==> src/rtl/mem_ctrl_pkg.sv <==
// Shared types and constants for the M-stage data-memory sequencer.
package mem_ctrl_pkg;

  typedef enum logic [1:0] {
    ST_IDLE,
    ST_REQ,
    ST_WAIT,
    ST_DONE
  } mem_state_t;

  localparam logic [2:0] F3_B  = 3'b000;
  localparam logic [2:0] F3_H  = 3'b001;
  localparam logic [2:0] F3_W  = 3'b010;
  localparam logic [2:0] F3_BU = 3'b100;
  localparam logic [2:0] F3_HU = 3'b101;

  // Wait counter only has to reach TIMEOUT-1, so one bit suffices for TIMEOUT of 1 or 2.
  function automatic int cnt_width(input int timeout);
    return (timeout <= 2) ? 1 : $clog2(timeout);
  endfunction

endpackage

==> src/rtl/mem_lane_align.sv <==
// Byte-lane steering: byte enables and replicated store data on the request
// side, lane extraction and sign/zero extension on the response side.
module mem_lane_align
  import mem_ctrl_pkg::*;
(
  input  logic [2:0]  req_funct3,
  input  logic [1:0]  req_addr_lo,
  input  logic [31:0] req_wdata,
  output logic [3:0]  req_be,
  output logic [31:0] req_wdata_rep,
  input  logic [2:0]  rsp_funct3,
  input  logic [1:0]  rsp_addr_lo,
  input  logic [31:0] rsp_rdata,
  output logic [31:0] rsp_rdata_ext
);

  logic [7:0]  rsp_byte;
  logic [15:0] rsp_half;

  always_comb begin
    req_be        = 4'b1111;
    req_wdata_rep = req_wdata;
    case (req_funct3)
      F3_B, F3_BU: begin
        req_be        = 4'b0001 << req_addr_lo;
        req_wdata_rep = {4{req_wdata[7:0]}};
      end
      F3_H, F3_HU: begin
        req_be        = 4'b0011 << req_addr_lo;
        req_wdata_rep = {2{req_wdata[15:0]}};
      end
      default: ;
    endcase
  end

  // Halfwords are always aligned here, so only addr[1] selects the half.
  always_comb begin
    rsp_byte      = rsp_rdata[{rsp_addr_lo, 3'b000} +: 8];
    rsp_half      = rsp_rdata[{rsp_addr_lo[1], 4'b0000} +: 16];
    rsp_rdata_ext = rsp_rdata;
    case (rsp_funct3)
      F3_B:    rsp_rdata_ext = {{24{rsp_byte[7]}}, rsp_byte};
      F3_BU:   rsp_rdata_ext = {24'd0, rsp_byte};
      F3_H:    rsp_rdata_ext = {{16{rsp_half[15]}}, rsp_half};
      F3_HU:   rsp_rdata_ext = {16'd0, rsp_half};
      default: ;
    endcase
  end

endmodule

==> src/rtl/mem_stage_ctrl.sv <==
// M-stage data-memory sequencer: issues one valid/ready request per load/store,
// stalls the pipeline until the response (or timeout), and returns extended load data.
module mem_stage_ctrl
  import mem_ctrl_pkg::*;
#(
  parameter int TIMEOUT = 64
) (
  input  logic        clk,
  input  logic        nrst,
  input  logic        MemReadM,
  input  logic        MemWriteM,
  input  logic [2:0]  Funct3M,
  input  logic [31:0] ALUResultM,
  input  logic [31:0] WriteDataM,
  output logic        StallPipe,
  output logic [31:0] ReadDataM,
  output logic        AccessErrM,
  output logic        dmem_req_valid,
  input  logic        dmem_req_ready,
  output logic        dmem_req_we,
  output logic [31:0] dmem_req_addr,
  output logic [3:0]  dmem_req_be,
  output logic [31:0] dmem_req_wdata,
  input  logic        dmem_rsp_valid,
  input  logic [31:0] dmem_rsp_rdata
);

  localparam int CW = cnt_width(TIMEOUT);
  localparam logic [CW-1:0] CNT_LAST = CW'(TIMEOUT - 1);

  mem_state_t    state_q, state_d;
  logic [CW-1:0] cnt_q, cnt_d;
  logic          req_valid_q, req_valid_d;
  logic          req_we_q, req_we_d;
  logic [31:0]   req_addr_q, req_addr_d;
  logic [3:0]    req_be_q, req_be_d;
  logic [31:0]   req_wdata_q, req_wdata_d;
  logic [2:0]    lane_f3_q, lane_f3_d;
  logic [1:0]    lane_lo_q, lane_lo_d;
  logic [31:0]   read_data_q, read_data_d;

  logic          f3_ok, aligned, op_valid, op_legal;
  logic [3:0]    new_be;
  logic [31:0]   new_wdata, rsp_ext;

  mem_lane_align u_lane (
    .req_funct3    (Funct3M),
    .req_addr_lo   (ALUResultM[1:0]),
    .req_wdata     (WriteDataM),
    .req_be        (new_be),
    .req_wdata_rep (new_wdata),
    .rsp_funct3    (lane_f3_q),
    .rsp_addr_lo   (lane_lo_q),
    .rsp_rdata     (dmem_rsp_rdata),
    .rsp_rdata_ext (rsp_ext)
  );

  always_comb begin
    f3_ok   = 1'b0;
    aligned = 1'b0;
    case (Funct3M)
      F3_B, F3_BU: begin
        f3_ok   = 1'b1;
        aligned = 1'b1;
      end
      F3_H, F3_HU: begin
        f3_ok   = 1'b1;
        aligned = ~ALUResultM[0];
      end
      F3_W: begin
        f3_ok   = 1'b1;
        aligned = (ALUResultM[1:0] == 2'b00);
      end
      default: ;
    endcase
    op_valid = MemReadM | MemWriteM;
    op_legal = f3_ok & aligned & ~(MemReadM & MemWriteM) & ~(MemWriteM & Funct3M[2]);
  end

  always_comb begin
    state_d     = state_q;
    cnt_d       = cnt_q;
    req_valid_d = req_valid_q;
    req_we_d    = req_we_q;
    req_addr_d  = req_addr_q;
    req_be_d    = req_be_q;
    req_wdata_d = req_wdata_q;
    lane_f3_d   = lane_f3_q;
    lane_lo_d   = lane_lo_q;
    read_data_d = read_data_q;
    StallPipe   = 1'b0;
    AccessErrM  = 1'b0;
    case (state_q)
      ST_IDLE: begin
        if (op_valid && op_legal) begin
          StallPipe   = 1'b1;
          req_valid_d = 1'b1;
          req_we_d    = MemWriteM;
          req_addr_d  = {ALUResultM[31:2], 2'b00};
          req_be_d    = new_be;
          req_wdata_d = new_wdata;
          lane_f3_d   = Funct3M;
          lane_lo_d   = ALUResultM[1:0];
          state_d     = ST_REQ;
        end else if (op_valid) begin
          AccessErrM  = 1'b1;
          read_data_d = 32'd0;
        end
      end
      ST_REQ: begin
        StallPipe = 1'b1;
        if (dmem_req_ready) begin
          req_valid_d = 1'b0;
          cnt_d       = '0;
          state_d     = ST_WAIT;
        end
      end
      ST_WAIT: begin
        StallPipe = 1'b1;
        // A response arriving in the timeout cycle still completes normally.
        if (dmem_rsp_valid) begin
          if (!req_we_q) read_data_d = rsp_ext;
          state_d = ST_DONE;
        end else if (cnt_q == CNT_LAST) begin
          AccessErrM  = 1'b1;
          read_data_d = 32'd0;
          state_d     = ST_DONE;
        end else begin
          cnt_d = cnt_q + CW'(1);
        end
      end
      ST_DONE: state_d = ST_IDLE;
      default: state_d = ST_IDLE;
    endcase
  end

  always_ff @(posedge clk or negedge nrst) begin
    if (!nrst) begin
      state_q     <= ST_IDLE;
      cnt_q       <= '0;
      req_valid_q <= 1'b0;
      req_we_q    <= 1'b0;
      req_addr_q  <= 32'd0;
      req_be_q    <= 4'd0;
      req_wdata_q <= 32'd0;
      lane_f3_q   <= 3'd0;
      lane_lo_q   <= 2'd0;
      read_data_q <= 32'd0;
    end else begin
      state_q     <= state_d;
      cnt_q       <= cnt_d;
      req_valid_q <= req_valid_d;
      req_we_q    <= req_we_d;
      req_addr_q  <= req_addr_d;
      req_be_q    <= req_be_d;
      req_wdata_q <= req_wdata_d;
      lane_f3_q   <= lane_f3_d;
      lane_lo_q   <= lane_lo_d;
      read_data_q <= read_data_d;
    end
  end

  assign ReadDataM      = read_data_q;
  assign dmem_req_valid = req_valid_q;
  assign dmem_req_we    = req_we_q;
  assign dmem_req_addr  = req_addr_q;
  assign dmem_req_be    = req_be_q;
  assign dmem_req_wdata = req_wdata_q;

endmodule

==> config.mk <==
export PLATFORM = sky130hd
export DESIGN_NAME = mem_stage_ctrl
export DESIGN_NICKNAME = d
export VERILOG_FILES = /design/src/rtl/mem_ctrl_pkg.sv /design/src/rtl/mem_lane_align.sv /design/src/rtl/mem_stage_ctrl.sv
export SDC_FILE = /design/constraint.sdc
export NUM_CORES = 1
export LEC_CHECK = 0
export BUFFER_PORTS_ARGS = -buffer_cell sky130_fd_sc_hd__buf_4
export CAP_MARGIN = 20
export CORE_ASPECT_RATIO = 1.25
export CORE_UTILIZATION = 40
export CTS_CLUSTER_DIAMETER = 80
export DETAILED_ROUTE_END_ITERATION = 7
export GPL_TIMING_DRIVEN = 1
export PLACE_DENSITY = 0.72
export SKIP_CTS_REPAIR_TIMING = 1
export SLEW_MARGIN = 20
export SYNTH_ARGS = -nofsm -noshare
export SYNTH_HDL_FRONTEND = slang
export SYNTH_SLANG_ARGS = --single-unit
export TNS_END_PERCENT = 50
==> constraint.sdc <==
create_clock -name clk -period 2.55 [get_ports clk]
set_input_delay 0.765 -clock clk [delete_from_list [all_inputs] [get_ports clk]]
set_output_delay 0.765 -clock clk [all_outputs]
set_load 0.05 [all_outputs]
Word level (Yosys, flattened, before mapping)
Index checks and enable logic that the tools add are counted.
{"block": "classes", "muxes": 30, "multipliers": 0, "n_lt_le_gt_ge": 0, "bitwise_logic": 9, "reduce_logical": 17, "n_addsub": 1, "eq_ne": 19, "div_mod_pow": 0, "n_shift": 4}
{"op": "two-way mux 32 bit", "n": 5}
{"op": "case mux 32 bit (2 select lines)", "n": 2}
{"op": "case mux 32 bit (4 select lines)", "n": 1}
{"op": "indexed part select 32 x 6 -> 16 bit", "n": 1}
{"op": "indexed part select 32 x 6 -> 8 bit", "n": 1}
{"op": "two-way mux 6 bit", "n": 3}
{"op": "equality test 3 bit, second input constant", "n": 4}
{"op": "!= test 2 bit, second input constant", "n": 6}
{"op": "case mux 6 bit (2 select lines)", "n": 1}
{"op": "two-way mux 1 bit", "n": 8}
{"op": "two-way mux 2 bit", "n": 4}
{"op": "case mux 2 bit (4 select lines)", "n": 1}
{"op": "case mux 4 bit (2 select lines)", "n": 1}
{"op": "adder 6 x 1 -> 6 bit, second input constant", "n": 1}
{"op": "equality test 3 x 1 -> 1 bit, second input constant", "n": 2}
{"op": "equality test 6 bit, second input constant", "n": 1}
{"op": "zero test 3 bit", "n": 2}
{"op": "!= test 3 bit, second input constant", "n": 2}
{"op": "case mux 1 bit (2 select lines)", "n": 3}
{"op": "AND reduction 3 bit", "n": 2}
{"op": "nonzero test 2 bit", "n": 3}
{"op": "OR reduction 2 bit", "n": 3}
{"op": "bitwise AND 1 bit", "n": 5}
{"op": "AND reduction 5 bit", "n": 1}
{"op": "other kinds (13)", "n": 17}
{"block": "totals", "register_bits": 113, "mem_bits_ro": 0, "mem_count": 0, "ramBits": 0, "latch_bits": 0, "inputBits": 105}

Depth between registers and ports, before layout
{"block": "logic_depth", "depth_word": 9, "mapped_depth": 9}

Hierarchy
Synthesis repeated with hierarchy kept, for this count alone.
{"block": "unflattened", "hier_cells": 510, "hier_area_um2": 5962.0}
{"module": "mem_stage_ctrl", "cells_per_inst": 335, "instances": 1, "seq_area_each_um2": 2827.7, "area_per_inst_um2": 4773.3}
{"module": "mem_lane_align", "cells_per_inst": 175, "instances": 1, "seq_area_each_um2": 0.0, "area_per_inst_um2": 1188.6}

Worst setup path after synthesis
Ideal clock, no wire load.
{"block": "synth_timing", "kind": "input to output", "from": "input ALUResultM[0]", "to": "output StallPipe", "n_path_buf": 2, "arrival_time_ps": 2368, "slack_ps": -583, "cell_stages": 5, "required_ps": 1785, "cell_sequence": "nor2_1 o2111ai_4 buf_6 clkbuf_1 a21oi_1"}
{"block": "synth_between", "elab_chain_cells": 8, "word_cells_on_any_way": 9}
{"element": "start, declared", "line_no": "mem_stage_ctrl.sv:13", "source": "input logic [31:0] ALUResultM,"}
{"element": "zero test 2 bit / NOT 1 bit (equally long branches)", "line_no": "mem_stage_ctrl.sv:72, mem_stage_ctrl.sv:68"}
{"element": "case mux 1 bit (3 select lines) (*)", "line_no": "mem_stage_ctrl.sv:61", "source": "case (Funct3M)"}
{"element": "bitwise AND 1 bit (*) (3 in a row)", "line_no": "mem_stage_ctrl.sv:77", "source": "op_legal = f3_ok & aligned & ~(MemReadM & MemWriteM) & ~(MemWriteM & Funct3M[2]);"}
{"element": "logical AND 1 bit (*)", "line_no": "mem_stage_ctrl.sv:95", "source": "if (op_valid && op_legal) begin"}
{"element": "two-way mux 1 bit (*)", "line_no": "mem_stage_ctrl.sv:95"}
{"element": "case mux 1 bit (2 select lines) (*)", "line_no": "mem_stage_ctrl.sv:93", "source": "case (state_q)"}
{"element": "end, declared", "line_no": "mem_stage_ctrl.sv:15", "source": "output logic StallPipe,"}
Mark *: on every way between the ends. The rest lies on a longest branch, timed or not.

Final worst setup path
{"block": "layout_timing", "from": "register state_q[0]", "to": "output StallPipe"}
{"block": "layout_between", "elab_chain_cells": 3, "word_cells_on_any_way": 5}
{"element": "start, declared", "line_no": "mem_stage_ctrl.sv:31", "source": "mem_state_t state_q, state_d;"}
{"element": "start signal, assigned", "line_no": "mem_stage_ctrl.sv:150", "source": "state_q <= state_d;"}
{"element": "equality test 2 bit / equality test 2 x 1 -> 1 bit (equally long branches)", "line_no": "mem_stage_ctrl.sv:93"}
{"element": "OR reduction 2 bit (no line)"}
{"element": "case mux 1 bit (2 select lines) (*)", "line_no": "mem_stage_ctrl.sv:93"}
Marked as above.

==> metrics.cfg <==
[run_status]
status=completed

[critical_path]
worstReg2RegStart=state_q[0]
required_ns=1.79
endpoint=StallPipe
startpoint=state_q[0]
end_kind=primary output
crit_path_start_kind=flop
r2r_end=ReadDataM[25]
rrSetupSlack_ns=0.30
crit_arrival_ns=1.75
path_max_fanout=3
critical_path_class=flop to primary output
reg2reg_depth=9

[synthesis]
synth_edf_count=0
ys_types=46
synth_top_area_share_pct=49.9
yosysTopAreaCell=dfrtp_1
synth-seq-area-share_pct=49.9
synth.avg_cell_area_um2=11.0
synthArstFlopShare_pct=100
yosys_most_used_dff=dfrtp_1
synth_area_leaders=dfrtp_1 50%, mux2_4 8.0%, mux2i_1 6.0%
ys_ff_latch=113
syn_area_um2=5660
synth_warnings=0
synth_cells=517

[timing]
finClkSkew_ns=0.0108
hold_viol_final=0
timing.fmax_ghz=0.398
setup_violations=0
timing.hold.ws_ns=0.320
tns_ns=0
worstMarginPinSlew_ns=0.720
relSlewSlack_pct=52.0
post-route-period-util_pct=98.6
report.final.slew_viol_count=0
grt_setup_unrepaired=yes
final.min_clock_period_ns=2.51
worst_slack_ns=0.0365

[drt]
wl_per_cell_um=16.5
drtIter0Drc=234
wl_mm=15.1
vias=4761
routed_via_density=5.21
ant_nets=0
drt_first_pass_iters=6
drc=0

[placed_design]
dp_slack_ns=0.0457
placed_cells=879
placed_cell_area_um2=7440
gp_congestion=0.806
dp_hpwl_mm=11.3
io_buffers=206

[floorplanning]
coreArea_um2=13800
start_util_pct=41.0
top_level_ports=209
die_width_um=108
dieArea_um2=14600
rows=48
fp.dieH_um=135

[grt]
grt_util_all_layers_pct=20.7
grt_pass1_vias=4838
grt_pass1_wl_mm=23.8
overflow=0
grt_max_degree=95
antenna_found_initial=0

[cts]
cts.htree.levels=4
clockBufferDepth=2
clock_latency_ns=0.40
clock-sinks=113
clk_pin_slew_ns=0.06
cts_tree=yes
cts_root_buf=clkbuf_16
cts_buffers=17

[layout]
n_antenna_cell=0
drive_gt1_share_pct=44.4
final_util_pct=58.7
nets=836
layout.cells.non_filler=914
design_area_um2=8100
area_delta_synth_final_pct=43.1

[pwr]
p_leak_nw=3.98
ir_drop_uv=991
power_mw=12.6
power.density_nw_per_um2=1560

[worst_hold_path]
hold_class=primary input to async pin

[run]
cap_violations=0

[how the worst min path moves through the flow]
stage / start / endpoint / cells past startpoint
3_3_place_gp: dmem_req_wdata[14] / dmem_req_wdata[14] / 2
4_1_cts: nrst / lane_lo_q[0] / 1
3_5_place_dp: ReadDataM[24] / ReadDataM[24] / 2
6_report: nrst / lane_lo_q[0] / 1
2_1_floorplan: nrst / ReadDataM[0] / 0
5_1_grt: nrst / lane_lo_q[0] / 1
[kinds of logic after synthesis]
logic type,share of synthesized area [%]
buffers and inverters,4.68
other,0.0662
flip-flops,49.9
AND/OR/NAND/NOR,8.60
adder cells (fa/ha/maj),1.10
AO/OA/AOI/OAI,18.1
multiplexers,17.5
[Yosys cell counts (11+ instances only)]
library cell  number
o21ai_0           42
dfrtp_1          113
nand2_1           67
mux2_4            30
a21oi_1           42
nor2_1            21
buf_2             11
clkbuf_1          15
mux2i_1           34
inv_1             15
mux2_2            14
o31ai_1           19
[report_power, final]
part | total, mW | leakage [nW] | switching [mW] | internal, mW
Combinational | 6.97 | 2.26 | 4.58 | 2.39
Clock | 2.41 | 0.288 | 0.865 | 1.55
Sequential | 3.23 | 1.44 | 0.602 | 2.63
[routing by layer]
| metal | track usage, % | part of all wire, % |
|---|---|---|
| met5 | 0 | 0 |
| met4 | 7.36 | 1.8 |
| met3 | 4.97 | 5.7 |
| met2 | 34.5 | 51 |
| met1 | 26.0 | 42 |
[placed cells by master, fill, tap and decap left out, drive strengths merged, types with 9 or more instances in the layout]
cell	n
a21oi	42
buf	226
clkbuf	18
dfrtp	113
inv	19
mux2	44
mux2i	34
nand2	67
nor2	22
o21ai	52
o22ai	9
o31ai	19
[cell type report]
type,count,area [µm²]
clock buffers,18,429
well taps,175,219
clock inverters,14,179
fillers,1194,5710
multi-input cells,353,2630
flip-flops and latches,113,2830
inverters,15,56.3
repair buffers,226,1760
[critical path, stage by stage (launching register included)]
cell and delay [ns]:
dfrtp_1 0.41, inv_2 0.12, ha_4 0.14, o21a_1 0.17, o2111ai_4 0.15, a21oi_4 0.18
buf_6 0.17
[registers in the layout, summed over array words and instances, names as in the netlist]
signal / cells
state_q: 2
ReadDataM: 32
lane_lo_q: 2
dmem_req_valid: 1
dmem_req_addr: 30
dmem_req_be: 4
cnt_q: 6
dmem_req_we: 1
dmem_req_wdata: 32
lane_f3_q: 3
Power figures use the tool's default switching activity.
